===== src/rtl/usb_pkg.sv =====
// Shared USB definitions for the CRC16 transmit generator and the receive-side checker.
// Contents:
//   state_t             - packet phase of the TX CRC generator
//   USB_CRC16_INIT      - CRC register seed at packet start
//   USB_CRC16_POLY_REFL - bit-reflected x^16+x^15+x^2+1
//   USB_CRC16_RESIDUE   - register value left after running a good packet (payload + CRC) through the CRC
//   USB_COUNT_MAX       - saturation value of the 7-bit payload byte counter
package usb_pkg;

   typedef enum logic [1:0] {
      IDLE   = 2'd0,
      DATA   = 2'd1,
      CRC_LO = 2'd2,
      CRC_HI = 2'd3
   } state_t;

   localparam logic [15:0] USB_CRC16_INIT      = 16'hFFFF;
   localparam logic [15:0] USB_CRC16_POLY_REFL = 16'hA001;
   localparam logic [15:0] USB_CRC16_RESIDUE   = 16'hB001;
   localparam logic [6:0]  USB_COUNT_MAX       = 7'd127;

endpackage


===== src/rtl/usb_tx_dcrc_gen_crc16_byte_update.sv =====
// crc16_byte_update: combinational CRC16 update of one byte, LSB first.
// Ports:
//   crc     [15:0] in  - current CRC register
//   data    [7:0]  in  - byte to fold in
//   crc_upd [15:0] out - CRC after all eight bits
// Parameter POLY is the bit-reflected polynomial.
module crc16_byte_update
   import usb_pkg::*;
#(
   parameter logic [15:0] POLY = USB_CRC16_POLY_REFL
) (
   input  logic [15:0] crc,
   input  logic [7:0]  data,
   output logic [15:0] crc_upd
);

   // stage[i] is the register after i bits have been shifted in
   logic [15:0] stage [0:8];

   assign stage[0] = crc;

   genvar gi;
   generate
      for (gi = 0; gi < 8; gi++) begin : g_bit
         assign stage[gi+1] = (stage[gi] >> 1) ^ ((stage[gi][0] ^ data[gi]) ? POLY : 16'h0000);
      end
   endgenerate

   assign crc_upd = stage[8];

endmodule


===== src/rtl/usb_tx_dcrc_gen.sv =====
// usb_tx_dcrc_gen: passes the outgoing USB data-packet payload through one
// register stage while accumulating CRC16, then appends ~crc low byte and
// ~crc high byte. A zlp pulse in IDLE emits just the two CRC bytes.
// Ports:
//   clk, rst             - clock, asynchronous active-high reset
//   in_data/valid/last   - payload stream from the data source
//   in_ready             - byte accepted this cycle when in_valid is also 1
//   zlp                  - zero-length packet request (IDLE only)
//   out_data/valid/last  - byte stream to the serializer, out_last on CRC high byte
//   out_ready            - serializer consumes out_data
//   byte_count           - payload bytes accepted in the current packet (saturates at 127)
//   len_err              - sticky: more than MAX_LEN payload bytes accepted
module usb_tx_dcrc_gen
   import usb_pkg::*;
#(
   parameter int          MAX_LEN   = 64,
   parameter logic [15:0] CRC_INIT  = USB_CRC16_INIT,
   parameter logic [15:0] POLY_REFL = USB_CRC16_POLY_REFL
) (
   input  logic       clk,
   input  logic       rst,
   input  logic [7:0] in_data,
   input  logic       in_valid,
   input  logic       in_last,
   output logic       in_ready,
   input  logic       zlp,
   output logic [7:0] out_data,
   output logic       out_valid,
   output logic       out_last,
   input  logic       out_ready,
   output logic [6:0] byte_count,
   output logic       len_err
);

   localparam logic [6:0] MAX_LEN_CNT = 7'(MAX_LEN);

   state_t      state_reg, state_next;
   logic [15:0] crc_reg, crc_next;
   logic [7:0]  data_reg, data_next;
   logic        valid_reg, valid_next;
   logic        last_reg, last_next;
   logic [6:0]  count_reg, count_next;
   logic        len_err_reg, len_err_next;

   logic        slot_free;
   logic        accept;
   logic [15:0] crc_base;
   logic [15:0] crc_upd;

   // The output register can take a new byte when empty or being drained now.
   assign slot_free = !valid_reg || out_ready;
   assign in_ready  = ((state_reg == IDLE) || (state_reg == DATA)) && slot_free;
   assign accept    = in_valid && in_ready;

   // The first byte of a packet is folded into the seed, not into whatever
   // the previous packet left behind.
   assign crc_base = (state_reg == IDLE) ? CRC_INIT : crc_reg;

   crc16_byte_update #(
      .POLY (POLY_REFL)
   ) u_crc (
      .crc     (crc_base),
      .data    (in_data),
      .crc_upd (crc_upd)
   );

   always_comb begin
      state_next   = state_reg;
      crc_next     = crc_reg;
      data_next    = data_reg;
      valid_next   = valid_reg;
      last_next    = last_reg;
      count_next   = count_reg;
      len_err_next = len_err_reg;

      // Slot drained with nothing new loaded below: output goes empty.
      if (slot_free) begin
         valid_next = 1'b0;
         last_next  = 1'b0;
      end

      case (state_reg)
         IDLE: begin
            if (accept) begin
               data_next    = in_data;
               valid_next   = 1'b1;
               last_next    = 1'b0;
               crc_next     = crc_upd;
               count_next   = 7'd1;
               len_err_next = 1'b0;
               state_next   = in_last ? CRC_LO : DATA;
            end else if (zlp) begin
               crc_next     = CRC_INIT;
               count_next   = 7'd0;
               len_err_next = 1'b0;
               state_next   = CRC_LO;
            end
         end
         DATA: begin
            if (accept) begin
               data_next  = in_data;
               valid_next = 1'b1;
               last_next  = 1'b0;
               crc_next   = crc_upd;
               count_next = (count_reg == USB_COUNT_MAX) ? count_reg : count_reg + 7'd1;
               if (count_reg == MAX_LEN_CNT) begin
                  len_err_next = 1'b1;
               end
               if (in_last) begin
                  state_next = CRC_LO;
               end
            end
         end
         CRC_LO: begin
            if (slot_free) begin
               data_next  = ~crc_reg[7:0];
               valid_next = 1'b1;
               last_next  = 1'b0;
               state_next = CRC_HI;
            end
         end
         CRC_HI: begin
            if (slot_free) begin
               data_next  = ~crc_reg[15:8];
               valid_next = 1'b1;
               last_next  = 1'b1;
               state_next = IDLE;
            end
         end
         default: begin
            state_next = IDLE;
         end
      endcase
   end

   always_ff @(posedge clk or posedge rst) begin
      if (rst) begin
         state_reg   <= IDLE;
         crc_reg     <= CRC_INIT;
         data_reg    <= 8'h00;
         valid_reg   <= 1'b0;
         last_reg    <= 1'b0;
         count_reg   <= 7'd0;
         len_err_reg <= 1'b0;
      end else begin
         state_reg   <= state_next;
         crc_reg     <= crc_next;
         data_reg    <= data_next;
         valid_reg   <= valid_next;
         last_reg    <= last_next;
         count_reg   <= count_next;
         len_err_reg <= len_err_next;
      end
   end

   assign out_data   = data_reg;
   assign out_valid  = valid_reg;
   assign out_last   = last_reg;
   assign byte_count = count_reg;
   assign len_err    = len_err_reg;

endmodule


===== config.mk =====
export PLATFORM = sky130hd
export DESIGN_NAME = usb_tx_dcrc_gen
export DESIGN_NICKNAME = d
export VERILOG_FILES = /design/src/rtl/usb_pkg.sv /design/src/rtl/usb_tx_dcrc_gen_crc16_byte_update.sv /design/src/rtl/usb_tx_dcrc_gen.sv
export SDC_FILE = /design/constraint.sdc
export NUM_CORES = 1
export LEC_CHECK = 0
export BUFFER_PORTS_ARGS = -buffer_cell sky130_fd_sc_hd__buf_2
export CAP_MARGIN = 15
export CORE_MARGIN = 2
export CORE_UTILIZATION = 45
export DETAILED_ROUTE_END_ITERATION = 16
export PLACE_DENSITY = 0.78
export RECOVER_POWER = 100
export SETUP_SLACK_MARGIN = 0.1
export SLEW_MARGIN = 20
export SYNTH_ARGS = -nofsm -noshare
export SYNTH_HDL_FRONTEND = slang
export SYNTH_SLANG_ARGS = --single-unit

===== constraint.sdc =====
create_clock -name clk -period 1.9 [get_ports clk]
set_clock_uncertainty 0.15 [all_clocks]
set_input_delay 0.19 -clock clk [delete_from_list [all_inputs] [get_ports clk]]
set_output_delay 0.19 -clock clk [all_outputs]
set_load 0.03 [all_outputs]

==> summary.md <==
| Metric | Value |
|---|---|
| Pwr Density | 2020 mW/mm² |
| Sw frac | 0.429 |
| Top cell type's share of synthesized area | 0.239 |
| Logic gate share of total power | 0.684 |
| Outcome | finished with violations |
| Critical path launch point type | flop |
| Unrepaired setup endpoints after global routing | true |
| Layout cells sized above 1 | 0.430 |
| Global-route wire length before repair | 8.89 mm |
| DIE HEIGHT | 72.2 µm |
| Post-synthesis sequential area ratio | 0.440 |
| MaxCap Viol Count | 0 |
| Die area | 0.00521 mm² |
| Max clock buf depth | 2 |
| Ys flop type | dfrtp_1 |
| VDD IR max | 1.08 mV |
| Largest area contributor in the netlist | dfrtp_1 |
| Critical path class | flop to flop |
| Highest net fanout along the worst path | 6 |
| Vias in the first global route | 1860 |
| Max Freq | 517 MHz |
| Yosys cell types | 34 |
| Core area | 0.00441 mm² |
| Synth warnings | 0 |
| Slowest CP cell | dfrtp_1 |
| Synthesized area | 0.00209 mm² |
| # H-tree levels | 2 |
| Avg Vias per Cell | 5.55 |
| Area added between synthesis and finish | 44.8% |
| CTS root buffer | clkbuf_8 |
| CP Cell Sequence | inv_2 > buf_4 > ha_4 > nor2_4 > nor2b_4 > nand2_4 > o22ai_1 > o21ai_2 > mux2_1 |
| Routed length on met1 | 2.52 mm |
| Gr usage total | 0.220 |
| Net Switching | 2.62 mW |
| ANT nets after route | 0 |
| Final #Nets | 322 |
| Max Slew Vio Count | 0 |
| Clock-pin slew on the worst setup and hold paths | 0.07 ns |
| Final WL | 5.87 mm |
| Initial antenna violation count | 0 |
| # diodes | 0 |
| Largest cells by area after synthesis | dfrtp_1 24%, dfstp_2 20%, xnor2_1 7.5% |
| # fillers | 329 |
| Hold/Removal Path Class | primary input to flop |
| Clock latency on the worst-skew pair | 0.30 ns |
| I/O pin cnt | 33 |
| Yosys reg bits | 36 |
| Final setup violation count | 11 |
| Leakage | 1.34 nW |
| CTS Buf Count | 5 |
| Worst slew pin tran | 0.906 ns |
| CP top delay family | flip-flops |
| Share of flip-flops with an asynchronous set or reset | 1.00 |
| Violated checks | negative setup slack |
| Vias | 1964 |
| Req. time, crit path | 1.93 ns |
| Post-route clock period utilization | 1.02 |
| Dpl cells | 323 |
| Initial core utilization | 0.474 |
| Wire per inst | 16.6 µm |
| Slack of the critical path | -0.0355 ns |
| Clock power frac | 0.095 |
| Number of synthesized flops with an enable pin | 0 |
| Drt first pass iters | 5 |
| Max Used Layer | met4 |
| Seq pwr share | 0.222 |
| TritonCTS clock tree | yes |
| Met2 wire length | 2.92 mm |
| WP data arrival | 1.97 ns |
| Placer Congestion | 0.850 |
| Met3 WL | 303 µm |
| Slowest cell delay on critical path | 0.40 ns |
| Number of flip-flops in the largest register | 16 |
| Int Power | 3.49 mW |
| Final non-filler cell total | 354 |
| Pre-CTS setup slack | -0.103 ns |
| Crit end category | flop |
| Syn avg cell area | 9.55 µm² |
| DR iter-0 viols | 122 |
| Max transition margin | 0.396 |
| Hold Violations, Final | 0 |
| Number of remaining DRC errors | 0 |
| Tmin final | 1.94 ns |
| GRT Residual Overflow | 0 |
| Cells after synthesis | 219 |
| Num rows | 24 |
| Net Count, Synth | 240 |
| Largest net degree at the start of global routing | 37 |
| Crit path buf inv count | 2 |
| Clk sink count | 36 |
| Die X-Extent | 72.2 µm |
| Final HPWL DP | 3.55 mm |
| Port bufs | 32 |
-- worst paths after layout --
check	startpoint	end	slack, ns	depth (start not counted)
worst max-delay path	state_reg[1]$_DFFE_PP0P_	state_reg[0]$_DFFE_PP0P_	-0.04	9
worst min-delay path	in_data[7]	out_data[7]$_DFFE_PP0P_	0.07	3
worst max register to register	state_reg[1]$_DFFE_PP0P_	state_reg[0]$_DFFE_PP0P_	-0.04	9
worst min register to register	out_data[0]$_DFFE_PP0P_	out_data[0]$_DFFE_PP0P_	0.37	2
max in group asynchronous	rst	byte_count[0]$_DFFE_PP0P_	0.42	4
min in group asynchronous	rst	byte_count[3]$_DFFE_PP0P_	0.56	4
-- layout by cell type, fill, tap and decap left out, drive strengths merged, types with 8 or more instances in the layout --
| master | Yosys | final |
|---|---|---|
| o21ai | 11 | 11 |
| buf | 3 | 62 |
| clkbuf | 6 | 27 |
| nand2 | 8 | 8 |
| nor2 | 40 | 40 |
| a21oi | 25 | 25 |
| o22ai | 10 | 10 |
| dfstp | 16 | 16 |
| inv | 10 | 10 |
| xnor2 | 22 | 22 |
| xor2 | 11 | 11 |
| dfrtp | 20 | 20 |
-- Yosys cell counts, types with 2 or more instances --
cell      number
ha_1           7
nand4_1        4
xnor3_1        2
clkbuf_1       6
xor2_1        10
dfrtp_1       20
nand3_1        3
nor2_1        39
xnor2_2        4
a21oi_1       25
o22ai_1       10
nor2b_1        2
buf_2          2
dfstp_2       16
nand2_1        8
o21ai_0        8
o21ai_1        3
o22a_1         3
inv_1          8
inv_2          2
xnor2_1       18
mux2i_1        2
a31oi_1        5
nand2b_1       2
-- repair_timing --
item,4_1_cts,5_1_grt
hold endpoints to repair,20,0
gates resized for setup,16,27
endpoints found under the setup margin,31,35
pin swaps,15,16
hold buffers,1,0
gates cloned,0,2
buffers inserted,15,6
-- metal layers --
layer  up-vias  global-route usage
met3        15              0.0389
met2        75               0.350
li1        910                   -
met1       964               0.310
met5         -                   0
met4         0              0.0650
-- final cells by class --
type                            count  area [µm²]  share of cell area
Sequential cell                    36         923               0.305
Timing Repair Buffer               84         613               0.203
Clock buffer                        6        82.6              0.0273
Clock inverter                      2        10.0             0.00331
Multi-Input combinational cell    163        1290               0.426
Tap cell                           52        65.1              0.0215
Inverter                           11        43.8              0.0145
-- kinds of logic after synthesis --
kind of cell    synth area share
buf+inv                   0.0389
mux                       0.0203
xor+xnor                   0.178
flops                      0.440
simple gates               0.126
fa+ha+maj                 0.0419
compound gates             0.155
-- worst min-delay path, stage by stage --
cell and delay, ns:
buf_2 0.10, a21oi_1 0.06, a21oi_1 0.13
-- power groups by stage --
| stage | Combinational [mW] | Clock [mW] | Sequential [mW] |
|---|---|---|---|
| global route | 4.47 | 0.621 | 1.39 |
| floorplan | 1.89 | 0 | 1.60 |
| finish | 4.18 | 0.577 | 1.35 |
| CTS | 3.63 | 0.575 | 1.34 |
| detailed placement | 3.16 | 0 | 1.36 |
| global placement | 3.10 | 0 | 1.35 |
-- through the flow --
stage           util  cell area, µm²  power, mW  TNS (ns)  hold WS, ns
5_1_grt        0.686            3030       6.48     -1.49        0.101
6_report       0.686            3030       6.11    -0.163       0.0743
3_3_place_gp   0.576            2540       4.44         0        0.162
3_5_place_dp   0.576            2540       4.52    -0.168        0.164
2_1_floorplan      -            2140       3.49    -0.306        0.195
4_1_cts        0.643            2840       5.55   -0.0414       0.0785
Power figures use the tool's default switching activity.
